--- config.mk ---
export PLATFORM = sky130hd
export DESIGN_NAME = serial_pwd_lock_flat
export DESIGN_NICKNAME = d
export VERILOG_FILES = /design/src/rtl/serial_pwd_lock_if.sv /design/src/rtl/serial_pwd_lock.sv /design/src/flat_wrapper.sv
export SDC_FILE = /design/constraint.sdc
export NUM_CORES = 1
export LEC_CHECK = 0
export CORE_AREA = 3 3 106 108
export CTS_BUF_LIST = sky130_fd_sc_hd__clkbuf_4 sky130_fd_sc_hd__clkbuf_8
export CTS_CLUSTER_DIAMETER = 120
export CTS_CLUSTER_SIZE = 40
export DETAILED_ROUTE_END_ITERATION = 6
export DIE_AREA = 0 0 109 111
export SLEW_MARGIN = 20
export SYNTH_ARGS = -nofsm -noshare
export SYNTH_HDL_FRONTEND = slang
export SYNTH_SLANG_ARGS = --single-unit
--- constraint.sdc ---
create_clock -name clk -period 2.9 [get_ports clk]
set_clock_uncertainty 0.05 [all_clocks]
set_input_delay 0.435 -clock clk [delete_from_list [all_inputs] [get_ports clk]]
set_output_delay 0.435 -clock clk [all_outputs]
set_load 0.05 [all_outputs]
--- src/rtl/serial_pwd_lock_if.sv ---
// Keypad-side and actuator-side signals of the serial password lock.
// The lock itself connects through the slave modport.
interface serial_pwd_lock_if;
    logic       i_in;
    logic       i_in_valid;
    logic       i_clr;
    logic       i_prog_en;
    logic       o_unlock;
    logic       o_err;
    logic       o_locked_out;
    logic       o_prog_done;
    logic [3:0] o_fail_cnt;

    modport master (
        output i_in, i_in_valid, i_clr, i_prog_en,
        input  o_unlock, o_err, o_locked_out, o_prog_done, o_fail_cnt
    );

    modport slave (
        input  i_in, i_in_valid, i_clr, i_prog_en,
        output o_unlock, o_err, o_locked_out, o_prog_done, o_fail_cnt
    );
endinterface

--- src/rtl/serial_pwd_lock.sv ---
// Bit-serial BCD password lock with retry limit, timed lockout, timed unlock
// window and in-field password reprogramming.
//
// state     | meaning
// ----------+---------------------------------------------------------------
// S_IDLE    | waiting for the first bit of an entry
// S_INPUT   | shifting in a password attempt
// S_CHECK   | one-cycle compare of the attempt against the stored password
// S_OPEN    | unlock window, timer running
// S_PROG    | shifting in a replacement password
// S_LOCKOUT | too many failures, all inputs ignored until the timer expires
module serial_pwd_lock #(
    parameter int                  DIGITS         = 4,
    parameter logic [4*DIGITS-1:0] DEFAULT_PWD    = 16'h4475,
    parameter int                  MAX_TRIES      = 3,
    parameter int                  LOCKOUT_CYCLES = 1000,
    parameter int                  OPEN_CYCLES    = 50
) (
    input logic              clk,
    input logic              rst,
    serial_pwd_lock_if.slave bus
);
    localparam int PW      = 4 * DIGITS;
    localparam int CNT_W   = $clog2(PW + 1);
    localparam int TMR_MAX = (LOCKOUT_CYCLES > OPEN_CYCLES) ? LOCKOUT_CYCLES : OPEN_CYCLES;
    localparam int TMR_W   = $clog2(TMR_MAX);

    localparam logic [CNT_W-1:0] CNT_FULL = CNT_W'(PW);
    localparam logic [TMR_W-1:0] TMR_OPEN = TMR_W'(OPEN_CYCLES - 1);
    localparam logic [TMR_W-1:0] TMR_LOCK = TMR_W'(LOCKOUT_CYCLES - 1);
    localparam logic [3:0]       TRIES    = 4'(MAX_TRIES);

    typedef enum logic [2:0] {
        S_IDLE, S_INPUT, S_CHECK, S_OPEN, S_PROG, S_LOCKOUT
    } state_t;

    state_t             r_state, w_state_nxt;
    logic [PW-1:0]      r_shift, w_shift_nxt, w_shift_in;
    logic [PW-1:0]      r_pwd, w_pwd_nxt;
    logic [CNT_W-1:0]   r_cnt, w_cnt_nxt, w_cnt_inc;
    logic [TMR_W-1:0]   r_tmr, w_tmr_nxt;
    logic [3:0]         r_fail, w_fail_nxt, w_fail_inc;
    logic               r_bad, w_bad_nxt;
    logic               r_perr, w_perr_nxt;
    logic               r_pdone, w_pdone_nxt;
    logic               w_err;
    logic               w_digit_bad;
    logic               w_match;

    assign w_shift_in  = {r_shift[PW-2:0], bus.i_in};
    assign w_cnt_inc   = r_cnt + CNT_W'(1);
    // A digit is complete whenever the new bit count is a multiple of four.
    assign w_digit_bad = (w_cnt_inc[1:0] == 2'b00) && (w_shift_in[3:0] > 4'd9);
    assign w_match     = !r_bad && (r_shift == r_pwd);
    assign w_fail_inc  = (r_fail == TRIES) ? r_fail : r_fail + 4'd1;

    always_ff @(posedge clk or negedge rst) begin
        if (!rst) begin
            r_state <= S_IDLE;
            r_shift <= '0;
            r_pwd   <= DEFAULT_PWD;
            r_cnt   <= '0;
            r_tmr   <= '0;
            r_fail  <= '0;
            r_bad   <= 1'b0;
            r_perr  <= 1'b0;
            r_pdone <= 1'b0;
        end else begin
            r_state <= w_state_nxt;
            r_shift <= w_shift_nxt;
            r_pwd   <= w_pwd_nxt;
            r_cnt   <= w_cnt_nxt;
            r_tmr   <= w_tmr_nxt;
            r_fail  <= w_fail_nxt;
            r_bad   <= w_bad_nxt;
            r_perr  <= w_perr_nxt;
            r_pdone <= w_pdone_nxt;
        end
    end

    always_comb begin
        w_state_nxt = r_state;
        w_shift_nxt = r_shift;
        w_pwd_nxt   = r_pwd;
        w_cnt_nxt   = r_cnt;
        w_tmr_nxt   = (r_tmr != '0) ? r_tmr - TMR_W'(1) : r_tmr;
        w_fail_nxt  = r_fail;
        w_bad_nxt   = r_bad;
        w_perr_nxt  = 1'b0;
        w_pdone_nxt = 1'b0;
        w_err       = 1'b0;

        case (r_state)
            S_IDLE: begin
                if (!bus.i_clr && bus.i_in_valid) begin
                    w_shift_nxt = PW'(bus.i_in);
                    w_cnt_nxt   = CNT_W'(1);
                    w_bad_nxt   = 1'b0;
                    w_state_nxt = S_INPUT;
                end
            end

            S_INPUT, S_PROG: begin
                if (bus.i_clr) begin
                    w_shift_nxt = '0;
                    w_cnt_nxt   = '0;
                    w_state_nxt = S_IDLE;
                end else if (r_cnt == CNT_FULL) begin
                    // Full entry sits here for one cycle before being acted on.
                    if (r_state == S_INPUT) begin
                        w_state_nxt = S_CHECK;
                    end else begin
                        w_pwd_nxt   = r_shift;
                        w_pdone_nxt = 1'b1;
                        w_shift_nxt = '0;
                        w_cnt_nxt   = '0;
                        w_state_nxt = S_IDLE;
                    end
                end else if (bus.i_in_valid) begin
                    w_shift_nxt = w_shift_in;
                    w_cnt_nxt   = w_cnt_inc;
                    if (w_digit_bad) begin
                        if (r_state == S_INPUT) begin
                            w_bad_nxt   = 1'b1;
                            w_state_nxt = S_CHECK;
                        end else begin
                            w_perr_nxt  = 1'b1;
                            w_shift_nxt = '0;
                            w_cnt_nxt   = '0;
                            w_state_nxt = S_IDLE;
                        end
                    end
                end
            end

            S_CHECK: begin
                w_shift_nxt = '0;
                w_cnt_nxt   = '0;
                w_bad_nxt   = 1'b0;
                if (w_match) begin
                    w_fail_nxt  = '0;
                    w_tmr_nxt   = TMR_OPEN;
                    w_state_nxt = S_OPEN;
                end else begin
                    w_err      = 1'b1;
                    w_fail_nxt = w_fail_inc;
                    if (w_fail_inc == TRIES) begin
                        w_tmr_nxt   = TMR_LOCK;
                        w_state_nxt = S_LOCKOUT;
                    end else begin
                        w_state_nxt = S_IDLE;
                    end
                end
            end

            S_OPEN: begin
                if (bus.i_clr) begin
                    w_state_nxt = S_IDLE;
                end else if (bus.i_prog_en) begin
                    w_shift_nxt = '0;
                    w_cnt_nxt   = '0;
                    w_state_nxt = S_PROG;
                end else if (r_tmr == '0) begin
                    w_state_nxt = S_IDLE;
                end
            end

            S_LOCKOUT: begin
                if (r_tmr == '0) begin
                    w_fail_nxt  = '0;
                    w_state_nxt = S_IDLE;
                end
            end

            default: w_state_nxt = S_IDLE;
        endcase
    end

    // Programming results surface the cycle after the decision edge.
    assign bus.o_unlock     = (r_state == S_OPEN);
    assign bus.o_locked_out = (r_state == S_LOCKOUT);
    assign bus.o_err        = w_err | r_perr;
    assign bus.o_prog_done  = r_pdone;
    assign bus.o_fail_cnt   = r_fail;
endmodule

--- src/flat_wrapper.sv ---
// flat-port wrapper written by rule: the top's interface ports become plain ports
module serial_pwd_lock_flat 
#(
    parameter int                  DIGITS         = 4,
    parameter logic [4*DIGITS-1:0] DEFAULT_PWD    = 16'h4475,
    parameter int                  MAX_TRIES      = 3,
    parameter int                  LOCKOUT_CYCLES = 1000,
    parameter int                  OPEN_CYCLES    = 50
)
  (clk, rst, bus_i_in, bus_i_in_valid, bus_i_clr, bus_i_prog_en, bus_o_unlock, bus_o_err, bus_o_locked_out, bus_o_prog_done, bus_o_fail_cnt);
  serial_pwd_lock_if bus_i ();
  input logic clk;
  input logic rst;
  input wire logic [$bits(bus_i.i_in)-1:0] bus_i_in;
  input wire logic [$bits(bus_i.i_in_valid)-1:0] bus_i_in_valid;
  input wire logic [$bits(bus_i.i_clr)-1:0] bus_i_clr;
  input wire logic [$bits(bus_i.i_prog_en)-1:0] bus_i_prog_en;
  output wire logic [$bits(bus_i.o_unlock)-1:0] bus_o_unlock;
  output wire logic [$bits(bus_i.o_err)-1:0] bus_o_err;
  output wire logic [$bits(bus_i.o_locked_out)-1:0] bus_o_locked_out;
  output wire logic [$bits(bus_i.o_prog_done)-1:0] bus_o_prog_done;
  output wire logic [$bits(bus_i.o_fail_cnt)-1:0] bus_o_fail_cnt;
  assign bus_i.i_in = bus_i_in;
  assign bus_i.i_in_valid = bus_i_in_valid;
  assign bus_i.i_clr = bus_i_clr;
  assign bus_i.i_prog_en = bus_i_prog_en;
  assign bus_o_unlock = bus_i.o_unlock;
  assign bus_o_err = bus_i.o_err;
  assign bus_o_locked_out = bus_i.o_locked_out;
  assign bus_o_prog_done = bus_i.o_prog_done;
  assign bus_o_fail_cnt = bus_i.o_fail_cnt;
  serial_pwd_lock #(.DIGITS(DIGITS), .DEFAULT_PWD(DEFAULT_PWD), .MAX_TRIES(MAX_TRIES), .LOCKOUT_CYCLES(LOCKOUT_CYCLES), .OPEN_CYCLES(OPEN_CYCLES)) u_core (.clk(clk), .rst(rst), .bus(bus_i));
endmodule
**Word level (Yosys, flattened, before mapping)**

Cells that the tools add are included.

- Add/subtract/negate cells: 3
- Bitwise logic cells: 3
- Reduce and logical (&&, ||, !) cells: 18
- Order comparisons: 1
- Mux-type cells: 58
- Eq/ne operators: 21

Operator list:

| operator | number |
|---|---|
| $mux W16 | 9 |
| $pmux W16 S4 | 1 |
| $mux W5 | 9 |
| $mux W10 | 4 |
| $mux W3 | 10 |
| $pmux W5 S4 | 1 |
| $mux W1 | 17 |
| $eq A16 B16 Y1 | 1 |
| $pmux W3 S5 | 1 |
| $mux W4 | 3 |
| $logic_not A10 Y1 | 1 |
| $ne A2 B2 Y1 const B | 5 |
| $reduce_bool A10 Y1 | 1 |
| $sub A10 B1 Y10 const B | 1 |
| $eq A4 B2 Y1 const B | 2 |
| $ne A2 B1 Y1 const B | 4 |
| $pmux W4 S2 | 1 |
| $reduce_and A7 Y1 | 1 |
| $eq A3 B2 Y1 const B | 2 |
| $eq A3 B3 Y1 const B | 2 |
| $reduce_and A6 Y1 | 1 |
| $add A5 B1 Y5 const B | 1 |
| $eq A5 B5 Y1 const B | 1 |
| $add A4 B1 Y4 const B | 1 |
| 20 further kinds | 24 |

- Word-level logic and storage cells: 113
- Output and inout bits: 8
- Flip-flop bits (word level): 57
- Input port bits: 6

**Logic depth before layout (Yosys ltp)**

Gate-level depths: netlist of run 1.

- Depth in word-level cells: 8
- Mapped depth: 8
- Depth with buffers taken out: 7

**Worst setup path after synthesis of run 1**

Ideal clock, no wire load.

- Kind: flip-flop to output port
- Start: reg u_core.r_pwd[14]
- End: out bus_o_err
- Cell stages (with the launch flop): 7
- Arrival: 1.910 ns
- Required time: 2.415 ns
- Setup slack: 0.505 ns
- Buffers on the path: 1
- Cells stage by stage: dfstp_2 > xnor2_1 > nand3_1 > or4_4 > buf_6 > o21ai_0 > nand2b_1

- Longest elaborated chain between the ends: 5

Ends and longest elaborated chain:

| item | RTL line | source |
|---|---|---|
| from (decl) | serial_pwd_lock.sv:39 | `logic [PW-1:0] r_pwd, w_pwd_nxt;` |
| from (signal assigned) | serial_pwd_lock.sv:71 | `r_pwd <= w_pwd_nxt;` |
| $eq A16 B16 Y1 | serial_pwd_lock.sv:54 | `assign w_match = !r_bad && (r_shift == r_pwd);` |
| $logic_and A1 B1 Y1 | serial_pwd_lock.sv:54 |  |
| $mux W1 | serial_pwd_lock.sv:140 | `if (w_match) begin` |
| $mux W1 | serial_pwd_lock.sv:93 | `case (r_state)` |
| $or A1 B1 Y1 | serial_pwd_lock.sv:182 | `assign bus.o_err = w_err \| r_perr;` |
| to (decl) | flat_wrapper.sv:19 | `output wire logic [$bits(bus_i.o_err)-1:0] bus_o_err;` |

Every way passes these cells.

**Final worst setup path of run 1**

- Start: reg u_core.r_shift[1]
- End: out bus_o_err

- Longest elaborated chain between the ends: 5

Ends and longest elaborated chain:

| item | RTL line | source |
|---|---|---|
| from (decl) | serial_pwd_lock.sv:38 | `logic [PW-1:0] r_shift, w_shift_nxt, w_shift_in;` |
| from (signal assigned) | serial_pwd_lock.sv:70 | `r_shift <= w_shift_nxt;` |
| $eq A16 B16 Y1 | serial_pwd_lock.sv:54 |  |
| $logic_and A1 B1 Y1 | serial_pwd_lock.sv:54 |  |
| $mux W1 | serial_pwd_lock.sv:140 |  |
| $mux W1 | serial_pwd_lock.sv:93 |  |
| $or A1 B1 Y1 | serial_pwd_lock.sv:182 |  |

Every way passes these cells.

==> metrics.txt, run 1 <==
TritonCTS clock tree built; final clock period utilization by the worst path 0.924; Final TNS setup 0 ps; standard cell core area 0.0103 mm^2; level count of the clock H-tree 3; number of maximum-capacitance violations 0; via count of the routed design 2481; required arrival time at the worst endpoint 2410 ps; most common library cell in the layout ignoring fill and taps sky130_fd_sc_hd__nand2_1; syn avg cell area 9.05 um^2; layout cell share with drive strength beyond 1 0.136; number of endpoints with negative hold slack in the final report 0; number of DRC markers in iteration 0 118; worst hold-check slack 28.8 ps; cell family with the largest share of critical-path delay simple AND/OR/NAND/NOR gates; fin nets 374; vias in the first global route 2461; critical path, cell by cell xor2_1 > nor4_1 > nand2_1 > o21ai_1 > nand2b_1 > buf_4; number of detailed-routing iterations run before antenna repair 4; transition at the pin with the smallest max-transition slack 712 ps; power density of the placed cells 791 mW/mm^2; GP Congestion 0.782; number of placed I/O pins 14; number of remaining DRC errors 0; std cell rows 37; total global routing overflow 0; post-route total power 2860 uW; synthesized net count 354; maximum clock frequency 373 MHz; synthesized cell area 0.00311 mm^2; Fillers 1040; CP Max Fanout 10; unrepaired setup endpoints after global routing false; clk buf depth 2; die area 0.0121 mm^2; element type at the critical path start flip-flop; async set or reset register ratio after synthesis 1.00; worst path arrival time 2190 ps; Post-synth EDFFs 0; minimum clock period 2680 ps; leakage power figure 0.00161 uW; Syn Inst Count 343; diode count 0; Util after Layout 0.350; post-CTS setup buffer count 0; final routed wire length divided by cell count 13.5 um; initial core utilization 0.301; latest clock arrival within the worst-skew pair 340 ps; number of buffers created by CTS 9; relative max-transition margin 0.525; endpoints failing setup 0; Yosys Warn Count 0; Post-Route WL 6820 um; Multi-input gate area 0.00156 mm^2; clock-pin slew of the registers on the worst-case setup and hold paths 60 ps; via density per instance 4.92; Max stage delay on crit path 440 ps; number of antenna violations at the first check in global routing 0; number of cells on the worst reg-to-reg path 7; remaining antenna violation count 0; Buffers on Ports 13; clock sink total 57; highest-count cells in the layout ignoring fill and taps sky130_fd_sc_hd__nand2_1 (73), sky130_fd_sc_hd__dfrtp_1 (50), sky130_fd_sc_hd__o21ai_0 (43); Tot GR Track Use 0.124; worst hold-check path type input port to async pin; HPWL reported at the end of detailed placement 4620 um; result of the run finished, final reports clean; global-route wire length before repair 11900 um; Die H 111 um; number of buffer and inverter instances along the worst setup path 1; worst-case vdd ir drop 0.279 mV; Final Slew Violations 0; stages on the worst setup path 6; highest-delay cell along the critical path sky130_fd_sc_hd__dfrtp_1; area taken by flip-flops and latches 0.00144 mm^2; Area growth, synth to finish 16.2%; Crit. End Element primary output; Root Buffer sky130_fd_sc_hd__clkbuf_8; synthesized flop and latch total 57; most frequently used flop master after synthesis sky130_fd_sc_hd__dfrtp_1; count of distinct cell types in the synthesized netlist 57; sequential-to-total area share from yosys stat 0.462; width of the die 109 um; maximum number of pins on one net before global-route repair 58; classification of the worst setup path flip-flop to primary output
[final timing paths]
check                                  start                end  slack (ps)
min in group clk             u_core.r_pwd[4]    u_core.r_pwd[4]         410
min                                      rst  u_core.r_state[1]          30
max in group asynchronous                rst    u_core.r_pwd[2]        2430
max                        u_core.r_shift[1]          bus_o_err         220
max reg2reg                  u_core.r_cnt[1]  u_core.r_shift[0]         490
min reg2reg                  u_core.r_pwd[4]    u_core.r_pwd[4]         410
[final cells by class]
class,count,area share
Tap cell,136,0.0471
Sequential cell,57,0.398
Clock buffer,13,0.0444
Clock inverter,3,0.0111
Multi-Input combinational cell,261,0.431
Timing Repair Buffer,22,0.0562
Inverter,12,0.0125
[flip-flops by register name (all words and copies together), names as in the netlist]
signal                  flops
u_core.bus.o_prog_done      1
u_core.bus.o_fail_cnt       4
u_core.r_shift             16
u_core.r_bad                1
u_core.r_cnt                5
u_core.r_perr               1
u_core.r_tmr               10
u_core.r_state              3
u_core.r_pwd               16
[per-stage QoR]
stage / setup WS, ps / std cells / instance area (um^2)
after floorplan: 505 / 343 / 3110
after global placement: 370 / 488 / 3410
after detailed placement: 363 / 488 / 3410
after CTS: 77.2 / 504 / 3610
after global routing: 15.0 / 504 / 3610
final: 220 / 504 / 3610
[per-layer routing]
metal  global-route usage  vias up  share of wire
li1                     -     1233              -
met1                0.163     1204           0.47
met2                0.190       38           0.47
met5                    0        -              0
met3               0.0402        6          0.038
met4               0.0396        0          0.012
[synth_stat cells (2+ instances only)]
cell type	instances	area share
sky130_fd_sc_hd__and3b_1	2	0.0056
sky130_fd_sc_hd__ha_1	5	0.020
sky130_fd_sc_hd__o211ai_1	8	0.019
sky130_fd_sc_hd__or3_1	3	0.0060
sky130_fd_sc_hd__a21oi_1	7	0.011
sky130_fd_sc_hd__nor3_1	7	0.011
sky130_fd_sc_hd__a22o_1	2	0.0056
sky130_fd_sc_hd__buf_2	4	0.0064
sky130_fd_sc_hd__nor2b_1	4	0.0081
sky130_fd_sc_hd__nor3b_1	2	0.0048
sky130_fd_sc_hd__o31ai_1	2	0.0048
sky130_fd_sc_hd__a31oi_1	2	0.0040
sky130_fd_sc_hd__o2111ai_1	3	0.0085
sky130_fd_sc_hd__and3_1	2	0.0040
sky130_fd_sc_hd__mux2i_1	2	0.0064
sky130_fd_sc_hd__or4_4	2	0.0073
sky130_fd_sc_hd__dfstp_2	7	0.059
sky130_fd_sc_hd__nor4_1	4	0.0081
sky130_fd_sc_hd__nand3b_1	4	0.0097
sky130_fd_sc_hd__inv_1	12	0.015
sky130_fd_sc_hd__mux2_2	3	0.011
sky130_fd_sc_hd__o21ai_0	44	0.071
sky130_fd_sc_hd__nor2_1	20	0.024
sky130_fd_sc_hd__xor2_1	12	0.034
sky130_fd_sc_hd__buf_6	2	0.0073
sky130_fd_sc_hd__dfrtp_1	50	0.40
sky130_fd_sc_hd__clkbuf_1	6	0.0073
sky130_fd_sc_hd__nand2b_1	3	0.0060
sky130_fd_sc_hd__xnor2_1	10	0.028
sky130_fd_sc_hd__nand3_1	10	0.016
sky130_fd_sc_hd__nand2_1	73	0.088
[where the power goes]
group | leakage (uW) | internal, uW | switching (uW)
Sequential | 0.000742 | 925 | 168
Combinational | 0.000760 | 394 | 619
Clock | 0.000108 | 446 | 303
Total | 0.00161 | 1770 | 1090
[kinds of logic (layout without fill, tap and decap cells)]
family,after synthesis,after routing,share of synthesized area
simple gates,148,148,0.238
compound gates,80,80,0.159
flops,57,57,0.462
buf+inv,25,50,0.0367
xor+xnor,23,23,0.0673
fa+ha+maj,5,5,0.0201
mux,5,5,0.0173
[what timing repair did]
| item | CTS | global route |
|---|---|---|
| hold buffers | 0 | 0 |
| resized for setup | 0 | 1 |
| endpoints found under the hold margin | 0 | 0 |
| setup endpoints to repair | 0 | 1 |
[worst register-to-register path, stage by stage (launching register included)]
cell and delay, ps:
sky130_fd_sc_hd__dfrtp_1 420, sky130_fd_sc_hd__inv_1 100, sky130_fd_sc_hd__ha_1 170, sky130_fd_sc_hd__nand4bb_1 250, sky130_fd_sc_hd__nand2_1 150, sky130_fd_sc_hd__o2111a_1 190
sky130_fd_sc_hd__or2_1 570, sky130_fd_sc_hd__mux2_2 410
(Power assumes the default switching activity.)
==> run 2: changes to the inputs <==
--- a/config.mk
+++ b/config.mk
@@ -11,7 +11,9 @@
 export CTS_CLUSTER_SIZE = 40
 export DETAILED_ROUTE_END_ITERATION = 6
 export DIE_AREA = 0 0 109 111
-export SLEW_MARGIN = 20
+export RECOVER_POWER = 100
+export SLEW_MARGIN = 10
 export SYNTH_ARGS = -nofsm -noshare
 export SYNTH_HDL_FRONTEND = slang
 export SYNTH_SLANG_ARGS = --single-unit
+export TNS_END_PERCENT = 20
==> run 2 against run 1 <==
Compared with the run above: cell count is the same; non-clock buffer count is the same; setup slack lost 9.1 ps; register-to-register slack lost 230 ps; fmax shrank 0.34%; worst hold slack gained 390 ps; via count grew 0.64%; total power shrank 1.2%; clock power is essentially flat; flip-flop and latch count is the same; combinational power is essentially flat.
==> metrics.txt, run 2 (synthesis gave the netlist of run 1 again) <==
HP Start u_core.r_pwd[4]; Area growth, synth to finish 14.7%; diode count 0; number of maximum-capacitance violations 0; CP Max Fanout 10; highest-count cells in the layout ignoring fill and taps sky130_fd_sc_hd__nand2_1 (73), sky130_fd_sc_hd__dfrtp_1 (50), sky130_fd_sc_hd__o21ai_0 (43); number of endpoints with negative hold slack in the final report 0; Die H 111 um; global-route wire length before repair 11900 um; unrepaired setup endpoints after global routing false; layout cell share with drive strength beyond 1 0.122; classification of the worst setup path flip-flop to primary output; relative max-transition margin 0.0400; level count of the clock H-tree 3; number of antenna violations at the first check in global routing 0; number of cells on the worst reg-to-reg path 6; endpoint of the worst-slack reg-to-reg timing path u_core.r_state[2]; post-CTS setup buffer count 0; Hold Path Stages 2; endpoints failing setup 0; Hold Crit Endpoint u_core.r_pwd[4]; number of detailed-routing iterations run before antenna repair 5; required arrival time at the worst endpoint 2410 ps; HPWL reported at the end of detailed placement 4620 um; Crit. End Element primary output; worst-case vdd ir drop 0.279 mV; Fillers 1048; registers with the most flip-flops u_core.r_pwd: 16 flops, u_core.r_shift: 16 flops, u_core.r_tmr: 10 flops; GP Congestion 0.782; clock-pin slew of the registers on the worst-case setup and hold paths 70 ps; Util after Layout 0.345; origin of the critical flop-to-flop path u_core.r_tmr[3]; Tot GR Track Use 0.124; power density of the placed cells 792 mW/mm^2; total global routing overflow 0; TritonCTS clock tree built; via density per instance 4.95; final routed wire length divided by cell count 13.5 um; leakage power figure 0.00161 uW; Post-Route WL 6830 um; latest clock arrival within the worst-skew pair 340 ps; worst hold-check path type flip-flop to flip-flop; number of buffers created by CTS 9; minimum clock period 2690 ps; transition at the pin with the smallest max-transition slack 1440 ps; number of remaining DRC errors 0; element type at the critical path start flip-flop; fin nets 374; Root Buffer sky130_fd_sc_hd__clkbuf_8; slack of the worst reg-to-reg path 260 ps; maximum number of pins on one net before global-route repair 58; Final Slew Violations 0; final clock period utilization by the worst path 0.927; clock sink total 57; die area 0.0121 mm^2; number of placed I/O pins 14; remaining antenna violation count 0; standard cell core area 0.0103 mm^2; width of the die 109 um; std cell rows 37; vias in the first global route 2461; number of DRC markers in iteration 0 131; Final TNS setup 0 ps; post-place setup slack 363 ps; maximum clock frequency 372 MHz; least setup slack across all paths after layout 211 ps; worst hold-check slack 414 ps; most common library cell in the layout ignoring fill and taps sky130_fd_sc_hd__nand2_1; Buffers on Ports 13; via count of the routed design 2497; result of the run finished, final reports clean; worst path arrival time 2200 ps; clk buf depth 2; initial core utilization 0.301
## run 2: cell count changes in the layout (fill, tap and decap cells not counted), moves of 2 or more
cell                              before  now
sky130_fd_sc_hd__clkdlybuf4s50_1      11    4
sky130_fd_sc_hd__dlygate4sd3_1         0    7
sky130_fd_sc_hd__buf_4                 9    7
sky130_fd_sc_hd__clkbuf_1              0    2
## run 2: metrics by stage
step | instances | power, uW | area (um^2)
after floorplan | 343 | 1830 | 3110
after global placement | 488 | 2080 | 3410
after detailed placement | 488 | 2110 | 3410
after CTS | 504 | 2880 | 3610
after global routing | 504 | 3030 | 3560
final | 504 | 2820 | 3560
## run 2: per-layer routing
metal  up-vias  share of wire  global-route usage
met5         -              0                   0
li1       1234              -                   -
met2        47           0.47               0.190
met4         0          0.011              0.0396
met1      1211           0.47               0.163
met3         5          0.049              0.0402
## run 2: repair_timing
item                       CTS  global route
setup endpoints to repair    0             1
hold buffers                 0             0
gates resized for setup      0             1
## run 2: layout make-up
| cell class | instances | area, um^2 | share of cell area |
|---|---|---|---|
| multi-input combinational | 261 | 1530 | 0.430 |
| sequential | 57 | 1440 | 0.403 |
| timing repair buffer | 22 | 180 | 0.0506 |
| tap | 136 | 170 | 0.0478 |
| clock buffer | 13 | 160 | 0.0449 |
| inverter | 12 | 45.0 | 0.0126 |
| clock inverter | 3 | 40.0 | 0.0112 |
## run 2: worst max-delay path, stage by stage (launching register included)
cell and delay, ps:
sky130_fd_sc_hd__dfrtp_1 530, sky130_fd_sc_hd__nor2b_1 170, sky130_fd_sc_hd__buf_4 140, sky130_fd_sc_hd__and2_1 130, sky130_fd_sc_hd__dlygate4sd3_1 890
## run 2: how the worst max path moves through the flow
stage / end / cells past startpoint / start
after floorplan: bus_o_err / 6 / u_core.r_pwd[14]
after global placement: u_core.r_cnt[0] / 6 / bus_i_clr
after detailed placement: u_core.r_cnt[0] / 6 / bus_i_clr
after CTS: bus_o_err / 6 / u_core.r_shift[1]
after global routing: bus_o_err / 6 / u_core.r_shift[1]
final: bus_o_unlock / 4 / u_core.r_state[0]
## run 2: power breakdown
part / leakage, uW / switching, uW / internal [uW]
logic: 0.000760 / 607 / 377
clock network: 0.000108 / 304 / 446
registers: 0.000742 / 162 / 925
total: 0.00161 / 1070 / 1750
